[config.mk]
export PLATFORM = sky130hd
export DESIGN_NAME = frequency_dump_streamer
export DESIGN_NICKNAME = d
export VERILOG_FILES = /design/src/rtl/frequency_dump_streamer.sv
export SDC_FILE = /design/constraint.sdc
export NUM_CORES = 1
export LEC_CHECK = 0
export BUFFER_PORTS_ARGS = -buffer_cell sky130_fd_sc_hd__buf_2
export CORE_MARGIN = 2
export CORE_UTILIZATION = 39
export CTS_BUF_LIST = sky130_fd_sc_hd__clkbuf_4 sky130_fd_sc_hd__clkbuf_8
export CTS_CLUSTER_DIAMETER = 50
export DETAILED_ROUTE_END_ITERATION = 12
export PLACE_DENSITY = 0.64
export SLEW_MARGIN = 40
export SYNTH_ARGS = -nofsm -noshare
export SYNTH_HDL_FRONTEND = slang
export SYNTH_SLANG_ARGS = --single-unit
[constraint.sdc]
create_clock -name s00_axi_aclk -period 3.1 [get_ports s00_axi_aclk]
set_clock_uncertainty 0.2 [all_clocks]
set_input_delay 0.62 -clock s00_axi_aclk [delete_from_list [all_inputs] [get_ports s00_axi_aclk]]
set_output_delay 0.62 -clock s00_axi_aclk [all_outputs]
set_load 0.05 [all_outputs]
[src/rtl/frequency_dump_streamer.sv]
// Snapshots all f1/f2 action-time values on a dump request and streams them as one
// framed packet (header + f1/f2 per channel) on a valid/ready word stream, then pulses irq.
module frequency_dump_streamer #(
  parameter int          NUM_CHANNELS = 3,
  parameter int          DATA_WIDTH   = 32,
  parameter logic [15:0] HEADER_MAGIC = 16'h029A,
  parameter int          IRQ_PULSE    = 4
) (
  input  logic                               s00_axi_aclk,
  input  logic                               s00_axi_aresetn,
  input  logic                               dump_request,
  input  logic [NUM_CHANNELS*DATA_WIDTH-1:0] f1_values,
  input  logic [NUM_CHANNELS*DATA_WIDTH-1:0] f2_values,
  output logic [DATA_WIDTH-1:0]              m_axis_tdata,
  output logic                               m_axis_tvalid,
  input  logic                               m_axis_tready,
  output logic                               m_axis_tlast,
  output logic                               busy,
  output logic                               irq,
  output logic [7:0]                         dropped_requests
);

  localparam int NumWords = 2 * NUM_CHANNELS;
  localparam int IdxW     = (NumWords > 1) ? $clog2(NumWords) : 1;
  localparam int ChW      = (NUM_CHANNELS > 1) ? $clog2(NUM_CHANNELS) : 1;
  localparam int IrqW     = $clog2(IRQ_PULSE + 1);
  localparam logic [IdxW-1:0] LastIdx = IdxW'(NumWords - 1);

  typedef enum logic [1:0] {
    IDLE,
    HEADER,
    DATA,
    DONE
  } state_e;

  state_e                 state_q;
  logic [15:0]            seq_q;
  logic [DATA_WIDTH-1:0]  f1_snap_q [NUM_CHANNELS];
  logic [DATA_WIDTH-1:0]  f2_snap_q [NUM_CHANNELS];
  logic [IdxW-1:0]        idx_q;
  logic [DATA_WIDTH-1:0]  tdata_q;
  logic                   tvalid_q;
  logic                   tlast_q;
  logic [IrqW-1:0]        irq_cnt_q;
  logic [7:0]             dropped_q;

  logic                   handshake;
  logic [IdxW-1:0]        idx_d;
  logic [ChW-1:0]         ch_d;
  logic [DATA_WIDTH-1:0]  word_d;
  logic                   last_d;

  assign handshake = tvalid_q & m_axis_tready;

  // Payload word order is ch0 f1, ch0 f2, ch1 f1, ... so idx[0] picks f1/f2 and idx>>1 the channel.
  always_comb begin
    idx_d = idx_q;
    if (state_q == HEADER) begin
      idx_d = '0;
    end else if (idx_q != LastIdx) begin
      idx_d = idx_q + IdxW'(1);
    end
    ch_d   = ChW'(idx_d >> 1);
    word_d = idx_d[0] ? f2_snap_q[ch_d] : f1_snap_q[ch_d];
    last_d = (idx_d == LastIdx);
  end

  always_ff @(posedge s00_axi_aclk or negedge s00_axi_aresetn) begin
    if (!s00_axi_aresetn) begin
      state_q   <= IDLE;
      seq_q     <= '0;
      idx_q     <= '0;
      tdata_q   <= '0;
      tvalid_q  <= 1'b0;
      tlast_q   <= 1'b0;
      irq_cnt_q <= '0;
      dropped_q <= '0;
      for (int k = 0; k < NUM_CHANNELS; k++) begin
        f1_snap_q[k] <= '0;
        f2_snap_q[k] <= '0;
      end
    end else begin
      if (dump_request && (state_q != IDLE) && (dropped_q != 8'hFF)) begin
        dropped_q <= dropped_q + 8'd1;
      end

      // A DONE arriving while irq is still high simply restarts the pulse.
      if (state_q == DONE) begin
        irq_cnt_q <= IrqW'(IRQ_PULSE);
      end else if (irq_cnt_q != '0) begin
        irq_cnt_q <= irq_cnt_q - IrqW'(1);
      end

      unique case (state_q)
        IDLE: begin
          if (dump_request) begin
            for (int k = 0; k < NUM_CHANNELS; k++) begin
              f1_snap_q[k] <= f1_values[k*DATA_WIDTH +: DATA_WIDTH];
              f2_snap_q[k] <= f2_values[k*DATA_WIDTH +: DATA_WIDTH];
            end
            tdata_q  <= DATA_WIDTH'({HEADER_MAGIC, seq_q});
            tvalid_q <= 1'b1;
            tlast_q  <= 1'b0;
            state_q  <= HEADER;
          end
        end
        HEADER: begin
          if (handshake) begin
            idx_q   <= idx_d;
            tdata_q <= word_d;
            tlast_q <= last_d;
            state_q <= DATA;
          end
        end
        DATA: begin
          if (handshake) begin
            if (tlast_q) begin
              tvalid_q <= 1'b0;
              tlast_q  <= 1'b0;
              tdata_q  <= '0;
              state_q  <= DONE;
            end else begin
              idx_q   <= idx_d;
              tdata_q <= word_d;
              tlast_q <= last_d;
            end
          end
        end
        DONE: begin
          seq_q   <= seq_q + 16'd1;
          state_q <= IDLE;
        end
        default: state_q <= IDLE;
      endcase
    end
  end

  assign m_axis_tdata     = tdata_q;
  assign m_axis_tvalid    = tvalid_q;
  assign m_axis_tlast     = tlast_q;
  assign busy             = (state_q != IDLE);
  assign irq              = (irq_cnt_q != '0);
  assign dropped_requests = dropped_q;

endmodule

; Word-level counts from Yosys, hierarchy flattened
; Index checks and enable logic that the tools add are counted.
[totals]
regBits = 258
in_bits = 196
word_cells = 80
[op_classes]
n_addsub = 4
order_cmp = 1
n_eq_ne = 11
n_mux = 34
n_bitwise = 2
n_reduce_logical = 14
[ops]
columns = operator, count
row1 = 32-bit two-way mux, 9
row2 = 32-bit binary-select mux with 2-bit select, 2
row3 = 32-bit one-hot mux with 3 select lines, 1
row4 = 3-bit two-way mux, 7
row5 = 16-bit by 1-bit adder with 16-bit output (second input constant), 1
row6 = 4-bit AND reduction, 4
row7 = 2-bit inequality test (second input constant), 5
row8 = 8-bit by 1-bit adder with 8-bit output (second input constant), 1
row9 = 2-bit two-way mux, 4
row10 = 8-bit inequality test (second input constant), 1
row11 = 2-bit one-hot mux with 4 select lines, 1
row12 = 2-bit nonzero test, 4
row13 = 1-bit two-way mux, 7
row14 = 3-bit one-hot mux with 2 select lines, 1
row15 = 3-bit nonzero test, 2
row16 = 2-bit == test (second input constant), 2
row17 = 3-bit by 1-bit adder with 3-bit output (second input constant), 1
row18 = 3-bit == test (second input constant), 1
row19 = 3-bit greater-or-equal comparator (second input constant), 1
row20 = 3-bit inequality test (second input constant), 1
row21 = 2-bit NOT with 3-bit output, 1
row22 = 1-bit one-hot mux with 3 select lines, 1
row23 = 3-bit by 1-bit subtractor with 3-bit output (second input constant), 1
row24 = 2-bit by 1-bit == test with 1-bit output (second input constant), 1
row25 = other kinds (5), 6

; Logic depth before layout (Yosys ltp)
[depth]
depth_word = 11
ltp_mapped = 9
mapped_depth_nobuf = 7

; Least setup slack after synthesis
; OpenSTA, ideal clock, no wires.
[synth_timing]
kind = register to register
startpoint = register state_q[1]
endpoint = register tdata_q[26] (netlist: m_axis_tdata[26])
setup_time_ps = 126
arrival_time_ps = 2188
setup_slack_ps = 586
path_stages_with_launch = 8
path_buffers = 1
path_cell_list = dfrtp_1 > inv_1 > ha_1 > and4b_1 > a21oi_4 > buf_8 > mux4_2 > a221o_1
[synth_between]
elab_chain_len = 10
[synth_rtl]
columns = item, line_no
row1 = from (decl), 36  ; state_e state_q;
row2 = from (signal assigned), 70  ; state_q <= IDLE;
row3 = from (signal assigned), 104  ; state_q <= HEADER;
row4 = from (signal assigned), 112  ; state_q <= DATA;
row5 = 2-bit by 1-bit == test with 1-bit output, "58, 94"
row6 = 3-bit two-way mux, 58  ; if (state_q == HEADER) begin
row7 = 2-bit NOT with 3-bit output (implied by the code), 64  ; word_d = idx_d[0] ? f2_snap_q[ch_d] : f1_snap_q[ch_d];
row8 = 32-bit binary-select mux with 2-bit select, 64
row9 = 32-bit two-way mux (implied by the code) (2 in a row), 64
row10 = 32-bit two-way mux, 64
row11 = 32-bit two-way mux, 117  ; if (tlast_q) begin
row12 = 32-bit two-way mux, 116  ; if (handshake) begin
row13 = 32-bit one-hot mux with 3 select lines, 94  ; unique case (state_q)
row14 = to (signal assigned), 101  ; tdata_q <= DATA_WIDTH'({HEADER_MAGIC, seq_q});
row15 = to (signal assigned), 110  ; tdata_q <= word_d;
row16 = to (signal assigned), 124  ; tdata_q <= word_d;
row17 = to (decl), 41  ; logic [DATA_WIDTH-1:0] tdata_q;
; Parallel ways exist; a longest one is shown, timed or not. The select of a mux whose other input is x is not followed.
; A chain may end at the register's enable or synchronous reset.

; Worst setup path after layout
[layout_timing]
startpoint = register state_q[1]
endpoint = register tdata_q[14] (netlist: m_axis_tdata[14])
; Same word-level chain as after synthesis.

==> results by group <==
Die
  – Num rows: 63
  – Chip height: ~180 um
  – Starting Density: approximately two fifths
  – Die Wd: ~180 um
  – Core Area: ~30000 um2
  – Die area: approximately 32000 um2
  – I/O Pins: 240

Route
  – Via count: 7993
  – DRC: 0
  – Vias per cell: 5.12
  – Drt initial violations: ~370
  – WL per Instance: roughly 19 um
  – Pre-antenna DRT Iters: 4
  – Routed wire length: between 20000 and 30000 um
  – Final ANT Viol Nets: 0

Clock tree
  – TritonCTS buffer count: 46
  – CTS tree: yes
  – Sink Count: about 260
  – Clk slew on worst S/H paths: about 0.06 ns
  – Root Buffer: clkbuf_8
  – CTS H-Tree Depth: 2
  – Max Root-Sink Buffers: 3
  – Later-pin clock latency in the skew report: about 0.57 ns

STA
  – Max Freq: around 370 MHz
  – Slew HR: a little over half
  – Setup Viol. Count Final: 0
  – RSZ-0062 raised after global routing: false
  – Fin worst setup slack: between 0.4 and 0.5 ns
  – Hold Violations, Final: 0
  – Fin crit share: a little under 90%
  – Final slew viol count: 0
  – Crit path time final: 2.68 ns
  – Setup TNS: 0 ns
  – Slew @ Worst Pin: between 0.6 and 0.7 ns

Finish
  – Commonest non-fill, non-tap cell in the layout: dfrtp_1
  – Fill count: ~2700
  – Final net count: 1341
  – Share of cells above drive strength 1: approximately half
  – Leading cell types in the layout, fill and taps excluded: 258 x dfrtp_1, 238 x buf_2, 217 x mux2_2
  – Area Overhead vs Synth: 22.2%

Place
  – Routability cong.: around 0.79
  – Port buffer count: between 200 and 250
  – Hpwl dp: between 20000 and 25000 um
  – Pre-CTS WS: 0.436 ns

Worst setup path
  – CP Class: reg2reg
  – Startpoint Class: flop
  – Worst path arrival time: roughly 2.9 ns
  – CP Capture Type: flop
  – CP required: 3.36 ns
  – CP Max Fanout: 15

Global route
  – Total GRT Usage: a little under a fifth
  – Met2 Use GR: roughly a third
  – Antenna violations before repair: 11
  – First-pass GRT wire length: about 47000 um
  – Vias in the first global route: ~8600
  – Met3 Resource Use GR: about 5.7%
  – Pin count of the biggest net entering global routing: 93
  – M1 GR Usage: 24.1%
  – Remaining Overflow, GRT: 0
  – Gr busiest metal: met2

Logic synthesis
  – Seq cells post-synth: ~260
  – Post-Syn Area: 11900 um2
  – Largest area contributor in the netlist: dfrtp_1
  – Register area share after synthesis: 54.2%
  – Async SR Flop Fraction: 100%
  – Mapped Cells: slightly below 900
  – Syn_nets: between 1000 and 1500
  – Largest cells by area after synthesis: dfrtp_1 54%, mux2_2 21%, mux2i_1 4.9%
  – Primary FF master, synth: dfrtp_1
  – Syn avg cell area: about 14 um2
  – Synth warn: 0
  – Post-synth top area share: a little over half
  – Post-synth EDFFs: 0
  – Netlist cell types: slightly below 60

Power and ir drop
  – Leakage: between 7 and 8 nW
  – Internal: between 5 and 6 mW
  – Switching pwr: between 1.5 and 2 mW
  – Sequential power share: approximately half
  – Net Sw Frac: ~25%
  – Max VDD drop: 0.306 mV
  – Logic pwr share: under 10%
  – Pwr Density: 486 nW/um2
  – Clk pwr share: about 44%

Worst hold path
  – Hold Path Class: in2reg

Job
  – MaxCap Viol Count: 0

Run status
  – Outcome: finished, final reports clean
## worst paths after layout
kind	cells after the start	slack, ns	startpoint	to
worst min-delay path	2	0.08	f2_values[61]	f2_snap_q[61]
worst min register to register	1	0.27	seq_q[15]	seq_q[15]
min in group asynchronous	2	0.36	s00_axi_aresetn	f2_snap_q[18]
worst max-delay path	7	0.42	state_q[1]	m_axis_tdata[14]
max in group asynchronous	3	1.47	s00_axi_aresetn	f1_snap_q[77]
worst max register to register	7	0.42	state_q[1]	m_axis_tdata[14]
## metal layers
layer	vias to the layer above	wire, um
met2	193	14800
met3	53	1990
li1	3765	-
met5	-	42
met4	8	622
met1	3974	12500
## Yosys cell counts, drive strengths merged (7+ instances only)
cell type and instances:
mux2i 58, nor3 14, nand2 27, dfrtp 258
o21ai 7, buf 19, mux4 11, nand4 8
or2 15, o22ai 10, o221ai 15, a21oi 23
xor2 10, mux2 221, nor2 26, nor3b 16
a221o 10, ha 10, xnor2 14, inv 10
clkbuf 33
## logic make-up after synthesis
| family | share of synthesized area (%) |
|---|---|
| AND/OR/NAND/NOR | 6.04 |
| buffers and inverters | 2.64 |
| flip-flops | 54.2 |
| XOR/XNOR | 1.76 |
| AO/OA/AOI/OAI | 6.33 |
| adder cells (fa/ha/maj) | 1.05 |
| multiplexers | 28.0 |
## per-stage QoR
| step | util, % | cells | power [mW] | instance area (um2) | hold WS (ns) |
|---|---|---|---|---|---|
| finish | 48.7 | 1561 | 7.07 | 14600 | 0.0770 |
| detailed placement | 45.6 | 1476 | 4.01 | 13600 | 0.249 |
| global placement | 45.6 | 1476 | 4.00 | 13600 | 0.248 |
| global route | 48.7 | 1559 | 7.38 | 14500 | 0.0564 |
| floorplan | - | 877 | 3.73 | 11900 | 0.124 |
| CTS | 48.7 | 1554 | 7.18 | 14500 | 0.0444 |
## power groups by stage
stage	Clock, mW	Sequential [mW]	Combinational, mW
5_1_grt	3.39	3.47	0.521
3_3_place_gp	0	3.52	0.478
6_report	3.13	3.47	0.474
2_1_floorplan	0	3.66	0.0668
4_1_cts	3.23	3.46	0.486
3_5_place_dp	0	3.52	0.483
## state kept, by name (all words and copies together) (netlist names), 2 cells and up
| register | count |
|---|---|
| state_q | 2 |
| f1_snap_q | 96 |
| irq_cnt_q | 3 |
| m_axis_tdata | 32 |
| idx_q | 3 |
| dropped_requests | 8 |
| f2_snap_q | 96 |
| seq_q | 16 |
## layout make-up
type | instances | area (um2) | share of cell area [%]
antenna | 7 | 17.5 | 0.120
clock inverter | 7 | 51.3 | 0.352
sequential | 258 | 6460 | 44.4
tap | 390 | 488 | 3.35
timing repair buffer | 262 | 1480 | 10.2
multi-input combinational | 556 | 5170 | 35.5
clock buffer | 70 | 851 | 5.85
inverter | 11 | 41.3 | 0.284
## timing repair
item	CTS	global route
buffers inserted	0	0
resized for setup	0	0
hold endpoints to repair	50	0
hold buffers	1	0
## worst max-delay path, cell delays in order (launching register included)
cell and delay, ns:
dfrtp_1 0.40, inv_1 0.11, ha_1 0.24, buf_4 0.26, and4b_1 0.24, a21oi_2 0.26
nand2_1 0.50, o221ai_1 0.36
No activity file was read; power rests on OpenSTA's default activity.
